$ cat src/rtl/sort_diverter_ctrl.sv
// rtl/sort_diverter_ctrl.sv - settle/commit sequencer, belt-delay queue and diverter gate pulser
//
// Purpose: watches the scale weight and the sorter group, commits each object once
// its group reading has been stable for SETTLE cycles, delays the commit by the belt
// travel time through a small FIFO, then fires a one-hot diverter gate for PULSE cycles.
//
// Ports:
//   clk            in   1   system clock, rising edge
//   reset          in   1   synchronous, active-high
//   weight         in  12   scale reading, 0 = scale empty
//   currentGrp     in   3   sorter classification, 0 = none, 1..6 = group
//   gate           out  6   one-hot diverter drive, gate[g-1] for group g
//   commit         out  1   one-cycle pulse per committed object
//   committed_grp  out  3   group of the most recent commit
//   queue_level    out  3   number of valid belt-queue entries
//   overflow       out  1   sticky, set when a commit is dropped on a full queue
//   drop_cnt       out  8   dropped commits, saturating
//   glitch_cnt     out  8   objects removed before commit, saturating

module sort_diverter_ctrl #(
  parameter int SETTLE = 3,
  parameter int TRAVEL = 8,
  parameter int PULSE  = 2,
  parameter int DEPTH  = 4
) (
  input  logic        clk,
  input  logic        reset,
  input  logic [11:0] weight,
  input  logic [2:0]  currentGrp,
  output logic [5:0]  gate,
  output logic        commit,
  output logic [2:0]  committed_grp,
  output logic [2:0]  queue_level,
  output logic        overflow,
  output logic [7:0]  drop_cnt,
  output logic [7:0]  glitch_cnt
);

  typedef enum logic [1:0] {
    S_IDLE,
    S_SETTLE,
    S_HOLD
  } state_e;

  localparam logic [3:0] SETTLE_C  = 4'(SETTLE);
  localparam logic [5:0] TRAVEL_M1 = 6'(TRAVEL - 1);
  localparam logic [3:0] PULSE_C   = 4'(PULSE);
  localparam logic [2:0] DEPTH_C   = 3'(DEPTH);

  // Settle FSM
  state_e     state_q, state_d;
  logic [2:0] cand_q, cand_d;
  logic [3:0] cnt_q, cnt_d;

  // Registered outputs
  logic       commit_q, commit_d;
  logic [2:0] cgrp_q, cgrp_d;
  logic       overflow_q, overflow_d;
  logic [7:0] drop_q, drop_d;
  logic [7:0] glitch_q, glitch_d;

  // Belt queue: slot 0 is always the head, entries shift down on pop
  logic [2:0] grp_q [DEPTH];
  logic [2:0] grp_d [DEPTH];
  logic [5:0] tmr_q [DEPTH];
  logic [5:0] tmr_d [DEPTH];
  logic [2:0] level_q, level_d;
  logic [2:0] wr_idx;

  // Pulse generator: pcnt_q counts remaining high cycles, 0 = idle
  logic [3:0] pcnt_q, pcnt_d;
  logic [5:0] gate_q, gate_d;

  logic weight_nz, grp_nz;
  logic push_req, push_ok, pop, glitch_inc, drop_evt;

  assign weight_nz = (weight != 12'd0);
  assign grp_nz    = (currentGrp != 3'd0);

  function automatic logic [5:0] age(input logic [5:0] t);
    return (t == 6'd0) ? 6'd0 : t - 6'd1;
  endfunction

  // ---------------------------------------------------------------------------
  // Settle FSM: next state and commit decision
  // ---------------------------------------------------------------------------
  always_comb begin
    state_d    = state_q;
    cand_d     = cand_q;
    cnt_d      = cnt_q;
    push_req   = 1'b0;
    glitch_inc = 1'b0;

    case (state_q)
      S_IDLE: begin
        if (weight_nz) begin
          state_d = S_SETTLE;
          cand_d  = currentGrp;
          cnt_d   = {3'd0, grp_nz};
        end
      end
      S_SETTLE: begin
        if (!weight_nz) begin
          state_d    = S_IDLE;
          cnt_d      = 4'd0;
          glitch_inc = 1'b1;
        end else if (currentGrp != cand_q) begin
          cand_d = currentGrp;
          cnt_d  = {3'd0, grp_nz};
        end else if (grp_nz) begin
          cnt_d = cnt_q + 4'd1;
        end
      end
      S_HOLD: begin
        if (!weight_nz) begin
          state_d = S_IDLE;
        end
      end
      default: begin
        state_d = S_IDLE;
      end
    endcase

    // Commit in the same cycle the run length reaches SETTLE; this also covers
    // SETTLE == 1, where the very first nonzero sample from IDLE commits.
    if (state_d == S_SETTLE && grp_nz && cnt_d == SETTLE_C) begin
      push_req = 1'b1;
      state_d  = S_HOLD;
    end
  end

  // ---------------------------------------------------------------------------
  // Belt queue, pulse generator and accounting
  // ---------------------------------------------------------------------------
  always_comb begin
    // Head may leave only once its travel time is used up and no gate is active
    pop      = (level_q != 3'd0) && (tmr_q[0] == 6'd0) && (pcnt_q == 4'd0);
    // A full queue still accepts a push when the head leaves in the same cycle
    push_ok  = push_req && ((level_q != DEPTH_C) || pop);
    drop_evt = push_req && !push_ok;
    wr_idx   = pop ? (level_q - 3'd1) : level_q;

    for (int i = 0; i < DEPTH; i++) begin
      grp_d[i] = grp_q[i];
      tmr_d[i] = tmr_q[i];
    end

    if (pop) begin
      for (int i = 0; i < DEPTH - 1; i++) begin
        if (i + 1 < int'(level_q)) begin
          grp_d[i] = grp_q[i + 1];
          tmr_d[i] = age(tmr_q[i + 1]);
        end
      end
    end else begin
      for (int i = 0; i < DEPTH; i++) begin
        if (i < int'(level_q)) begin
          tmr_d[i] = age(tmr_q[i]);
        end
      end
    end

    // New entry lands behind the (possibly shifted) tail and is not aged this cycle
    for (int i = 0; i < DEPTH; i++) begin
      if (push_ok && i == int'(wr_idx)) begin
        grp_d[i] = cand_d;
        tmr_d[i] = TRAVEL_M1;
      end
    end

    level_d = level_q + {2'd0, push_ok} - {2'd0, pop};

    pcnt_d = pcnt_q;
    gate_d = gate_q;
    if (pop) begin
      pcnt_d = PULSE_C;
      gate_d = 6'd1 << (grp_q[0] - 3'd1);
    end else if (pcnt_q != 4'd0) begin
      pcnt_d = pcnt_q - 4'd1;
      if (pcnt_q == 4'd1) begin
        gate_d = 6'd0;
      end
    end

    commit_d   = push_req;
    cgrp_d     = push_req ? cand_d : cgrp_q;
    overflow_d = overflow_q | drop_evt;
    drop_d     = (drop_evt && drop_q != 8'hFF) ? drop_q + 8'd1 : drop_q;
    glitch_d   = (glitch_inc && glitch_q != 8'hFF) ? glitch_q + 8'd1 : glitch_q;
  end

  always_ff @(posedge clk) begin
    if (reset) begin
      state_q    <= S_IDLE;
      cand_q     <= 3'd0;
      cnt_q      <= 4'd0;
      commit_q   <= 1'b0;
      cgrp_q     <= 3'd0;
      overflow_q <= 1'b0;
      drop_q     <= 8'd0;
      glitch_q   <= 8'd0;
      level_q    <= 3'd0;
      pcnt_q     <= 4'd0;
      gate_q     <= 6'd0;
      for (int i = 0; i < DEPTH; i++) begin
        grp_q[i] <= 3'd0;
        tmr_q[i] <= 6'd0;
      end
    end else begin
      state_q    <= state_d;
      cand_q     <= cand_d;
      cnt_q      <= cnt_d;
      commit_q   <= commit_d;
      cgrp_q     <= cgrp_d;
      overflow_q <= overflow_d;
      drop_q     <= drop_d;
      glitch_q   <= glitch_d;
      level_q    <= level_d;
      pcnt_q     <= pcnt_d;
      gate_q     <= gate_d;
      for (int i = 0; i < DEPTH; i++) begin
        grp_q[i] <= grp_d[i];
        tmr_q[i] <= tmr_d[i];
      end
    end
  end

  assign gate          = gate_q;
  assign commit        = commit_q;
  assign committed_grp = cgrp_q;
  assign queue_level   = level_q;
  assign overflow      = overflow_q;
  assign drop_cnt      = drop_q;
  assign glitch_cnt    = glitch_q;

endmodule
$ cat config.mk
export PLATFORM = sky130hd
export DESIGN_NAME = sort_diverter_ctrl
export DESIGN_NICKNAME = d
export VERILOG_FILES = /design/src/rtl/sort_diverter_ctrl.sv
export SDC_FILE = /design/constraint.sdc
export NUM_CORES = 1
export LEC_CHECK = 0
export ABC_AREA = 1
export ABC_CLOCK_PERIOD_IN_PS = 3850
export BUFFER_PORTS_ARGS = -buffer_cell sky130_fd_sc_hd__clkbuf_2
export CELL_PAD_IN_SITES_DETAIL_PLACEMENT = 0
export CELL_PAD_IN_SITES_GLOBAL_PLACEMENT = 1
export CORE_UTILIZATION = 43
export CTS_BUF_LIST = sky130_fd_sc_hd__clkbuf_16
export DETAILED_ROUTE_END_ITERATION = 10
export GPL_TIMING_DRIVEN = 0
export HOLD_SLACK_MARGIN = 0.02
export PLACE_DENSITY_LB_ADDON = 0.2
export SYNTH_ARGS = -nofsm -noshare
export SYNTH_HDL_FRONTEND = slang
export SYNTH_SLANG_ARGS = --single-unit
$ cat constraint.sdc
create_clock -name clk -period 3.85 [get_ports clk]
set_input_delay 0.77 -clock clk [delete_from_list [all_inputs] [get_ports clk]]
set_output_delay 0.77 -clock clk [all_outputs]
set_load 0.1 [all_outputs]
==> impl_results.md, run 1 <==
- Run status: completed
- Setup Skew: 0.00642 ns
- RR Startpoint: queue_level[0]$_SDFF_PP0_
- Area of the placeable core: 0.0109 sq mm
- # H-tree levels: 3
- DR DRC count: 0
- Hold Path Stages: 2
- Die footprint: 0.0116 sq mm
- Synth top area share: 32.8%
- Wire length of the first global-routing pass: 19.9 mm
- Number of buffer cells added on primary ports: 45
- R2r endpoint: queue_level[2]$_SDFF_PP0_
- Clock Tree Root: clkbuf_16
- Antenna cells: 0
- Setup repair after global routing missed its margin: no
- Largest driver fanout on the critical path: 10
- Final antenna-violating net count: 0
- Total number of vias: 4629
- Iteration-0 DRC Markers: 302
- TritonCTS clock tree: built
- Top area cells in the synthesized netlist: dfxtp_1 (33%), nand2_1 (12%), inv_1 (7.7%)
- Count of yosys warnings during synthesis: 0
- Endpoint of the worst hold-timing path: gate[5]$_SDFFE_PP0P_
- EDFF count, synth: 0
- Fin Setup TNS: 0 ns
- Die X: 108 microns
- Post-synthesis instance area: 0.00482 sq mm
- Synth Area per Inst: 6.75 sq um
- Iteration count of the initial detailed-routing pass: 4
- Library cell with the largest summed area after synthesis: dfxtp_1
- Number of pins exceeding their max-slew limit in the final report: 0
- Setup repair bufs after CTS: 0
- Share of layout cells above drive strength 1: 12.8%
- Number of failing hold endpoints at the final stage: 0
- Sequential area share after synthesis: 32.8%
- WP data arrival: 3.58 ns
- Tcrit/Tclk final: 87.4%
- Via density per instance: 5.05
- DP Cell Count: 900
- Setup slack after layout: 0.486 ns
- Count of mapped cells out of synthesis: 715
- Pre-CTS setup slack: 0.288 ns
- Kind of critical path: reg2reg
- Growth of design area from synthesis to finish: 14.8%
- Sinks on Clock Net: 79
- Crit end category: flip-flop
- Antenna violations before repair: 0
- Areal power density over the cells: 707 mW/mm^2
- Post-synthesis async set-or-reset flop share: 0%
- Static leakage power: 2.60 nW
- Worst hold path startpoint: gate[5]$_SDFFE_PP0P_
- Quantity of hold-fixing buffers added after cts: 0
- Worst hold path type: reg2reg
- Synthesis-stage register bit count: 79
- Placer congestion estimate: 0.798
- Final-stage net count: 813
- Most common cell in the netlist: nand2_1
- Site row count: 38
- Worst reg2reg path depth: 16
- Number of resized instances in the post-cts repair step: 0
- Total of max-cap violations: 0
- Endpoint required time on the critical path: 4.07 ns
- I/O pin total: 47
- Largest vdd supply drop: 350 uV
- Clock period minus final worst setup slack: 3.36 ns
- Number of distinct library cells after synthesis: 43
- Global Route Usage Sum: 21.9%
- CTS Buffer Depth: 2
- Average wire per cell in the routed design: 12.9 microns
- Final setup vio count: 0
- Vias in the first global route: 4248
- Critical path startpoint category: flip-flop
- Tightest slew margin relative to the limit: 58.4%
- Layout Cells excl Fill: 916
- Maximum number of pins on one net before global-route repair: 14
- HPWL after DPL: 9.13 mm
- DIE HEIGHT: 108 microns
- Worst-skew pair later-pin latency: 0.35 ns
- Cell area after placement: 0.00522 sq mm
- Peak Freq: 297 MHz
- Filler cell count: 1126
- Clock-pin transition on the worst setup and hold timing paths: 0.06 ns
- Dominant synthesized flop cell: dfxtp_1
- Number of buffers added by the clock tree synthesis step: 9
- Overall routed net length: 11.8 mm
- Gr ovfl total: 0
- Most used standard cells in the synthesized netlist: nand2_1 (152), inv_1 (99), nor2_1 (94)
- Reg2reg setup slack: 0.49 ns
- Initial Util: 44.3%
- Synthesized netlist net count: 757
- Layout Cell Area excl Fill: 0.00554 sq mm
- Actual slew at the worst max-slew pin: 0.625 ns
==> power breakdown <==
part	switching, mW	internal (mW)	total [mW]
Clock	0.345	0.562	0.906
Combinational	1.34	0.642	1.98
Sequential	0.0940	0.932	1.03
Total	1.78	2.14	3.91
==> how the worst max path moves through the flow <==
stage	startpoint	slack [ns]	depth (start not counted)	end
floorplan	queue_level[0]$_SDFF_PP0_	0.15	16	queue_level[2]$_SDFF_PP0_
CTS	queue_level[0]$_SDFF_PP0_	0.48	16	queue_level[2]$_SDFF_PP0_
global placement	weight[9]	0.28	20	queue_level[2]$_SDFF_PP0_
global route	queue_level[0]$_SDFF_PP0_	0.21	16	queue_level[2]$_SDFF_PP0_
detailed placement	weight[11]	0.29	20	queue_level[2]$_SDFF_PP0_
finish	queue_level[0]$_SDFF_PP0_	0.49	16	queue_level[2]$_SDFF_PP0_
==> critical path: stages, from the launching register on <==
cell     delay, ns
dfxtp_1       0.45
inv_1         0.17
ha_1          0.27
nand2_1       0.17
nand3_4       0.19
nand2_4       0.17
inv_2         0.10
nand2_2       0.26
buf_4         0.24
nand2_1       0.08
ha_1          0.30
inv_1         0.06
ha_1          0.12
inv_1         0.05
fa_1          0.38
xnor2_1       0.17
nor2_1        0.05
==> flip-flops by register name (all words and copies together) (netlist names) <==
signal / count
drop_cnt: 8
overflow: 1
state_q: 2
grp_q: 12
commit: 1
glitch_cnt: 8
queue_level: 3
cand_q: 3
gate: 6
cnt_q: 4
pcnt_q: 4
committed_grp: 3
tmr_q: 24
==> cell usage in the layout (no fill, tap or decap), types with 3 or more instances in the layout <==
master and n:
clkbuf_1 10, nor2_4 3, nor2_1 94, xor2_1 7, o31ai_1 3, nand2_2 3, nand4_1 18, nor3_1 10
or2_2 8, clkbuf_16 9, a21oi_1 51, inv_1 99, ha_1 24, dfxtp_1 79, clkinv_1 3, xnor2_1 5
clkbuf_2 45, nor2_2 4, o21ai_0 42, nand3_1 52, inv_2 4, nor3_4 4, o211ai_1 11, nand3_2 3
nand2_1 152
==> through the flow <==
| step | utilization [%] | hold WS (ns) | power (mW) |
|---|---|---|---|
| after detailed placement | 48.0 | 0.452 | 3.00 |
| after global placement | 48.0 | 0.444 | 2.96 |
| after global routing | 50.9 | 0.481 | 4.25 |
| final | 50.9 | 0.460 | 3.91 |
| after CTS | 50.9 | 0.463 | 3.92 |
| after floorplan | - | 0.428 | 2.60 |
==> logic make-up (layout without fill, tap and decap cells) <==
| group | count (synthesis) | in the layout | share of synthesized area, % |
|---|---|---|---|
| AND/OR/NAND/NOR | 361 | 361 | 34.8 |
| AO/OA/AOI/OAI | 120 | 120 | 14.2 |
| XOR/XNOR | 12 | 12 | 2.18 |
| flip-flops | 79 | 79 | 32.8 |
| adder cells (fa/ha/maj) | 25 | 25 | 6.64 |
| buffers and inverters | 118 | 179 | 9.39 |
==> area by class of cell <==
cell class / count / area, sq um / area share (%)
inverter: 104 / 390 / 7.05
timing repair buffer: 45 / 225 / 4.07
sequential: 79 / 1580 / 28.6
tap: 140 / 175 / 3.16
multi-input combinational: 518 / 2790 / 50.4
clock buffer: 9 / 225 / 4.07
clock inverter: 7 / 87.6 / 1.58
buffer: 14 / 62.6 / 1.13
==> metal layers <==
metal	track usage (%)	up-vias	wire, microns
met1	29.2	2112	5900
met5	0	-	0
met4	7.44	0	145
met3	4.66	11	411
met2	35.1	57	5330
li1	-	2449	-
Note: power is estimated with default switching activity, not from simulation.
==> inputs of run 2 (changes only) <==
--- a/config.mk
+++ b/config.mk
@@ -5,12 +5,9 @@
 export SDC_FILE = /design/constraint.sdc
 export NUM_CORES = 1
 export LEC_CHECK = 0
-export ABC_AREA = 1
 export ABC_CLOCK_PERIOD_IN_PS = 3850
 export BUFFER_PORTS_ARGS = -buffer_cell sky130_fd_sc_hd__clkbuf_2
-export CELL_PAD_IN_SITES_DETAIL_PLACEMENT = 0
-export CELL_PAD_IN_SITES_GLOBAL_PLACEMENT = 1
-export CORE_UTILIZATION = 43
+export CORE_UTILIZATION = 59
 export CTS_BUF_LIST = sky130_fd_sc_hd__clkbuf_16
 export DETAILED_ROUTE_END_ITERATION = 10
 export GPL_TIMING_DRIVEN = 0
==> run 2 against run 1 <==
Clock power barely moved; largest cell class unchanged; non-clock buffer count increased by 10; critical endpoint unchanged; sequential share of layout area grew 1.5 points; sequential power about the same; synthesized area down 5.1%.
==> impl_results.md, run 2 <==
- Run status: completed
- Dominant synthesized flop cell: dfxtp_1
- Cell area after placement: 0.00493 sq mm (-5.7%)
- Worst-skew pair later-pin latency: 0.34 ns (about the same)
- Leading registers by flop count: tmr_q: 24 flops, grp_q: 12 flops
- Max reg flops: 24 (unchanged)
- Top library cells by usage in the layout, fill and taps aside: dfxtp_1 (78), a21oi_1 (51), nor2_1 (51)
- Antenna cells: 0 (unchanged)
- Top area cells in the synthesized netlist: dfxtp_1 (35%), ha_1 (6.6%), a21oi_1 (5.6%)
- Gr ovfl total: 0 (unchanged)
- Clock-pin transition on the worst setup and hold timing paths: 0.06 ns (about the same)
- Global Route Usage Sum: 30.1% (+8.1 points)
- Wire length of the first global-routing pass: 19.7 mm (-1.2%)
- Fin Setup TNS: 0 ns (unchanged)
- Clock Tree Root: clkbuf_16
- Peak Freq: 277 MHz (-7.0%)
- Number of resized instances in the post-cts repair step: 0 (unchanged)
- Worst reg2reg path depth: 15 (-1)
- Synth Area per Inst: 8.13 sq um (+20%)
- Setup slack after layout: 0.234 ns (-0.251 ns)
- Layout Cells excl Fill: 723 (-21%)
- Endpoint required time on the critical path: 4.05 ns (-0.02 ns)
- CP startpoint: tmr_q[0][1]$_SDFFE_PP0P_
- Library cell with the largest summed area after synthesis: dfxtp_1
- Average wire per cell in the routed design: 16.5 microns (+28%)
- Synth top area share: 34.6% (+1.8 points)
- TritonCTS clock tree: built
- Post-synthesis async set-or-reset flop share: 0% (unchanged)
- Number of buffers added by the clock tree synthesis step: 9 (unchanged)
- Areal power density over the cells: 739 mW/mm^2 (+4.6%)
- Quantity of hold-fixing buffers added after cts: 0 (unchanged)
- Final setup vio count: 0 (unchanged)
- I/O pin total: 47 (unchanged)
- RR Startpoint: tmr_q[0][1]$_SDFFE_PP0P_
- CTS Buffer Depth: 2 (unchanged)
- Initial Util: 62.1% (+18 points)
- Cell at the slowest stage of the critical path: or4_4
- Actual slew at the worst max-slew pin: 0.694 ns (+0.0692 ns)
- R2r endpoint: queue_level[2]$_SDFF_PP0_
- Share of layout cells above drive strength 1: 16.2% (+3.4 points)
- Worst hold path startpoint: gate[4]$_SDFFE_PP0P_
- Die footprint: 0.00811 sq mm (-30%)
- Pre-CTS setup slack: -0.153 ns (-0.441 ns)
- DIE HEIGHT: 90.1 microns (-17%)
- Kind of critical path: reg2reg
- Growth of design area from synthesis to finish: 15.1%
- Number of distinct library cells after synthesis: 67 (+56%)
- Setup repair bufs after CTS: 0 (unchanged)
- Synthesis-stage register bit count: 79 (unchanged)
- Most used standard cells in the synthesized netlist: dfxtp_1 (79), nor2_1 (52), a21oi_1 (51)
- Largest delay share family, worst path: simple AND/OR/NAND/NOR gates
- Reg2reg setup slack: 0.23 ns (-0.25 ns)
- Cell chain of the critical path: inv_1, ha_1, or4b_4, or4_4, buf_6, inv_2, buf_6, buf_2, ha_1, inv_1, ha_1, inv_1, fa_1, xnor2_1, nor2_1
- Count of yosys warnings during synthesis: 0 (unchanged)
- Via density per instance: 6.09 (+21%)
- Vias in the first global route: 4159 (-2.1%)
- Layout Cell Area excl Fill: 0.00527 sq mm (-4.8%)
- Largest vdd supply drop: 383 uV (+9.5%)
- Area of the placeable core: 0.00737 sq mm (-32%)
- Placer congestion estimate: 0.880 (+10%)
- Static leakage power: 2.08 nW (-20%)
- Total buffers and inverters traversed by the critical path: 7 (+2)
- WP data arrival: 3.81 ns (+0.23 ns)
- Sinks on Clock Net: 79 (unchanged)
- Critical path startpoint category: flip-flop
- Final-stage net count: 661 (-19%)
- Tightest slew margin relative to the limit: 53.7% (-4.6 points)
- Most common cell in the netlist: dfxtp_1
- Setup Skew: 0.00767 ns (+0.00125 ns)
- Synthesized netlist net count: 605 (-20%)
- Setup repair after global routing missed its margin: no
- Iteration-0 DRC Markers: 412 (+36%)
- Total of max-cap violations: 0 (unchanged)
- Die X: 90.1 microns (-17%)
- Number of buffer cells added on primary ports: 45 (unchanged)
- Capturing instance or port of the critical path: queue_level[2]$_SDFF_PP0_
- Commonest non-fill, non-tap cell in the layout: dfxtp_1
- Number of failing hold endpoints at the final stage: 0 (unchanged)
- Instance count on the critical path: 15 (-1)
- Clock period minus final worst setup slack: 3.62 ns (+0.251 ns)
- Final antenna-violating net count: 0 (unchanged)
- Post-synthesis instance area: 0.00458 sq mm (-5.1%)
- Overall routed net length: 11.9 mm (+1.2%)
- Sequential area share after synthesis: 34.6% (+1.8 points)
- Tcrit/Tclk final: 93.9% (+6.5 points)
- DR DRC count: 0 (unchanged)
- Crit end category: flip-flop
- Total number of vias: 4405 (-4.8%)
- Count of mapped cells out of synthesis: 563 (-21%)
- # H-tree levels: 3 (unchanged)
- Antenna violations before repair: 0 (unchanged)
- HPWL after DPL: 8.51 mm (-6.8%)
- Worst hold path type: reg2reg
- Number of pins exceeding their max-slew limit in the final report: 0 (unchanged)
- Iteration count of the initial detailed-routing pass: 5 (+1)
- Site row count: 31 (-18%)
- Max incr delay on CP: 0.53 ns (+0.08 ns)
- Register with the most flip-flops: tmr_q
- EDFF count, synth: 0 (unchanged)
- Maximum number of pins on one net before global-route repair: 14 (unchanged)
- Largest driver fanout on the critical path: 10 (unchanged)
- DP Cell Count: 707 (-21%)
==> run 2: changes by cell type after synthesis, moves of 11 or more <==
cell / change
inv_1: -70
mux2i_1: +11
or3_1: +13
nor3_1: +22
nor2_1: -42
nand4_1: -12
o211ai_1: -11
nand2_1: -104
nand3_1: -31
==> run 2: cells by family after synthesis <==
kind of cell | after synthesis | synth area share [%]
mux | 19 | 4.79
fa+ha+maj | 25 | 7.00
flops | 79 | 34.6
xor+xnor | 21 | 4.02
buf+inv | 55 | 5.06
simple gates | 221 | 25.0
compound gates | 143 | 19.6
==> run 2: routing by layer <==
layer / vias to the layer above / wire length, microns / track usage, %
met5: - / 0 / 0
met4: 0 / 274 / 12.8
met3: 26 / 675 / 4.57
met2: 177 / 5630 / 48.9
met1: 2069 / 5340 / 39.7
li1: 2133 / - / -
==> run 2: report_power, final <==
part	internal, mW	switching, mW
clock network	0.563	0.343
logic	0.737	1.19
registers	0.934	0.130
total	2.23	1.66
==> run 2: worst min-delay path by stage <==
stage	to	slack, ns	depth (start not counted)
6_report	gate[4]$_SDFFE_PP0P_	0.47	2
2_1_floorplan	tmr_q[0][5]$_SDFFE_PP0P_	0.48	2
3_3_place_gp	gate[4]$_SDFFE_PP0P_	0.45	2
3_5_place_dp	gate[4]$_SDFFE_PP0P_	0.46	2
5_1_grt	gate[4]$_SDFFE_PP0P_	0.50	2
4_1_cts	gate[4]$_SDFFE_PP0P_	0.47	2
==> run 2: layout make-up <==
cell class / instances / area, sq um
plain buffers: 24 / 115
clock buffers: 9 / 225
clock inverters: 7 / 88.8
fillers: 596 / 2100
inverters: 31 / 116
multi-input cells: 429 / 2790
flip-flops and latches: 79 / 1580
well taps: 99 / 124
repair buffers: 45 / 225
==> run 2: stage by stage <==
stage                     util (%)  power [mW]  hold WS (ns)
after floorplan                  -        2.54         0.476
after global placement        66.8        2.87         0.446
after detailed placement      66.8        2.93         0.458
after CTS                     71.1        3.85         0.467
after global routing          71.5        4.15         0.499
final                         71.5        3.89         0.472
==> run 2: tightest hold or removal path, cell delays in order (launching register included) <==
cell     delay, ns
dfxtp_1       0.32
nand2_1       0.06
a21oi_1       0.05
==> inputs of run 3 (changes only) <==
--- a/config.mk
+++ b/config.mk
@@ -7,12 +7,15 @@
 export LEC_CHECK = 0
 export ABC_CLOCK_PERIOD_IN_PS = 3850
 export BUFFER_PORTS_ARGS = -buffer_cell sky130_fd_sc_hd__clkbuf_2
-export CORE_UTILIZATION = 59
+export CELL_PAD_IN_SITES_DETAIL_PLACEMENT = 0
+export CELL_PAD_IN_SITES_GLOBAL_PLACEMENT = 1
+export CORE_UTILIZATION = 44
 export CTS_BUF_LIST = sky130_fd_sc_hd__clkbuf_16
 export DETAILED_ROUTE_END_ITERATION = 10
 export GPL_TIMING_DRIVEN = 0
 export HOLD_SLACK_MARGIN = 0.02
 export PLACE_DENSITY_LB_ADDON = 0.2
+export RECOVER_POWER = 50
 export SYNTH_ARGS = -nofsm -noshare
 export SYNTH_HDL_FRONTEND = slang
 export SYNTH_SLANG_ARGS = --single-unit
==> run 3 against run 2 <==
Worst setup slack got worse by 0.010 ns; wire length grew 0.42%; cell count rose by 4.7%; critical path depth unchanged; count of clock-buffer cells in the layout unchanged; utilization decreased by 19 points; critical endpoint unchanged; sequential power about the same; maximum frequency shrank 0.29%; non-clock buffer count stayed put; critical path type unchanged; clock skew about the same.
==> impl_results.md, run 3 (synthesis results as in run 2) <==
- Leading registers by flop count: tmr_q: 24 flops, grp_q: 12 flops
- Quantity of hold-fixing buffers added after cts: 0 (unchanged)
- TritonCTS clock tree: built
- Average wire per cell in the routed design: 15.8 microns (-4.1%)
- Vias in the first global route: 3886 (-6.6%)
- Gr ovfl total: 0 (unchanged)
- Filler cell count: 993 (+67%)
- Setup Skew: 0.00748 ns (-0.000185 ns)
- Peak Freq: 276 MHz (-0.29%)
- I/O pin total: 47 (unchanged)
- Commonest non-fill, non-tap cell in the layout: dfxtp_1
- Via density per instance: 5.60 (-8.0%)
- Actual slew at the worst max-slew pin: 1.19 ns (+0.495 ns)
- # H-tree levels: 3 (unchanged)
- Site row count: 36 (+16%)
- Growth of design area from synthesis to finish: 14.0%
- Number of buffers added by the clock tree synthesis step: 9 (unchanged)
- Tightest slew margin relative to the limit: 21.1% (-33 points)
- Kind of critical path: reg2reg
- Tcrit/Tclk final: 94.2% (+0.27 points)
- Run status: completed
- Die X: 104 microns (+15%)
- Areal power density over the cells: 715 mW/mm^2 (-3.2%)
- Initial Util: 46.2% (-16 points)
- Total number of vias: 4241 (-3.7%)
- WP data arrival: 3.83 ns (+0.02 ns)
- HPWL after DPL: 8.80 mm (+3.3%)
- Sinks on Clock Net: 79 (unchanged)
- DR DRC count: 0 (unchanged)
- Clock-pin transition on the worst setup and hold timing paths: 0.06 ns (about the same)
- Final antenna-violating net count: 0 (unchanged)
- Worst Hold Slack: 0.472 ns (-0.000559 ns)
- Clock Tree Root: clkbuf_16
- Setup slack after layout: 0.224 ns (-0.0104 ns)
- Overall routed net length: 12.0 mm (+0.42%)
- Layout Cells excl Fill: 757 (+4.7%)
- Die footprint: 0.0108 sq mm (+33%)
- Total power: 3.73 mW (-4.2%)
- Top library cells by usage in the layout, fill and taps aside: dfxtp_1 (78), a21oi_1 (51), nor2_1 (51)
- Max reg flops: 24 (unchanged)
- Iteration count of the initial detailed-routing pass: 5 (unchanged)
- Antenna violations before repair: 0 (unchanged)
- Area of the placeable core: 0.00991 sq mm (+34%)
- Static leakage power: 1.95 nW (-6.2%)
- Clock period minus final worst setup slack: 3.63 ns (+0.0104 ns)
- Maximum number of pins on one net before global-route repair: 14 (unchanged)
- Layout Utilization: 52.7% (-19 points)
- Iteration-0 DRC Markers: 185 (-55%)
- Number of resized instances in the post-cts repair step: 0 (unchanged)
- DP Cell Count: 741 (+4.8%)
- Pre-CTS setup slack: -0.170 ns (-0.0178 ns)
- Endpoint required time on the critical path: 4.05 ns (about the same)
- Antenna cells: 0 (unchanged)
- Largest vdd supply drop: 351 uV (-8.3%)
- Crit end category: flip-flop
- Final setup vio count: 0 (unchanged)
- Number of buffer cells added on primary ports: 45 (unchanged)
- Worst-skew pair later-pin latency: 0.34 ns (about the same)
- Setup repair bufs after CTS: 0 (unchanged)
- Placer congestion estimate: 0.839 (-4.7%)
- Worst hold path type: reg2reg
- Share of layout cells above drive strength 1: 11.4% (-4.8 points)
- Final-stage net count: 661 (unchanged)
- Setup repair after global routing missed its margin: no
- Wire length of the first global-routing pass: 19.6 mm (-0.32%)
- Total of max-cap violations: 0 (unchanged)
- Largest driver fanout on the critical path: 10 (unchanged)
- CTS Buffer Depth: 2 (unchanged)
- Number of pins exceeding their max-slew limit in the final report: 0 (unchanged)
- Number of failing hold endpoints at the final stage: 0 (unchanged)
- Critical path startpoint category: flip-flop
- DIE HEIGHT: 104 microns (+15%)
- Register with the most flip-flops: tmr_q
- Global Route Usage Sum: 22.8% (-7.3 points)
-- run 3: changes by cell type in the layout (fill, tap and decap cells not counted), sizes merged --
| cell | delta |
|---|---|
| bufinv | -2 |
| clkinv | +1 |
| clkinvlp | +1 |
-- run 3: stage by stage --
step	setup TNS [ns]	area [sq um]
floorplan	0	4580
global placement	-0.131	4970
detailed placement	-0.266	4970
CTS	0	5240
global route	0	5220
finish	0	5220
-- run 3: layout make-up --
type	instances	area, sq um	share of cell area [%]
Clock inverter	7	41.3	0.791
Clock buffer	9	225	4.32
Timing Repair Buffer	45	188	3.60
Inverter	31	116	2.23
Buffer	24	115	2.21
Tap cell	133	166	3.19
Sequential cell	79	1580	30.3
Multi-Input combinational cell	429	2780	53.3
-- run 3: worst paths after layout --
| path | start | to | slack (ns) | depth (start not counted) |
|---|---|---|---|---|
| max | tmr_q[0][0]$_SDFFE_PP0P_ | queue_level[2]$_SDFF_PP0_ | 0.22 | 15 |
| min reg2reg | gate[4]$_SDFFE_PP0P_ | gate[4]$_SDFFE_PP0P_ | 0.47 | 2 |
| max reg2reg | tmr_q[0][0]$_SDFFE_PP0P_ | queue_level[2]$_SDFF_PP0_ | 0.22 | 15 |
| min | gate[4]$_SDFFE_PP0P_ | gate[4]$_SDFFE_PP0P_ | 0.47 | 2 |
-- run 3: worst max-delay path: stages (launching register included) --
cell     delay (ns)
dfxtp_1        0.34
inv_1          0.09
ha_1           0.18
or4b_4         0.51
or4_4          0.53
buf_6          0.17
inv_2          0.10
buf_6          0.17
buf_2          0.28
ha_1           0.29
inv_1          0.06
ha_1           0.14
inv_1          0.05
fa_1           0.38
xnor2_1        0.17
nor2_1         0.05
-- run 3: where the power goes --
part	internal [mW]	switching, mW	leakage (nW)
Clock	0.431	0.349	0.130
Combinational	0.731	1.16	1.18
Sequential	0.934	0.126	0.641
Total	2.10	1.64	1.95
-- run 3: per-layer routing --
layer,track usage [%],vias up,part of all wire [%]
li1,-,2134,-
met3,3.63,13,3.6
met4,7.04,0,1.4
met5,0,-,0
met1,31.2,2016,50
met2,36.8,78,45
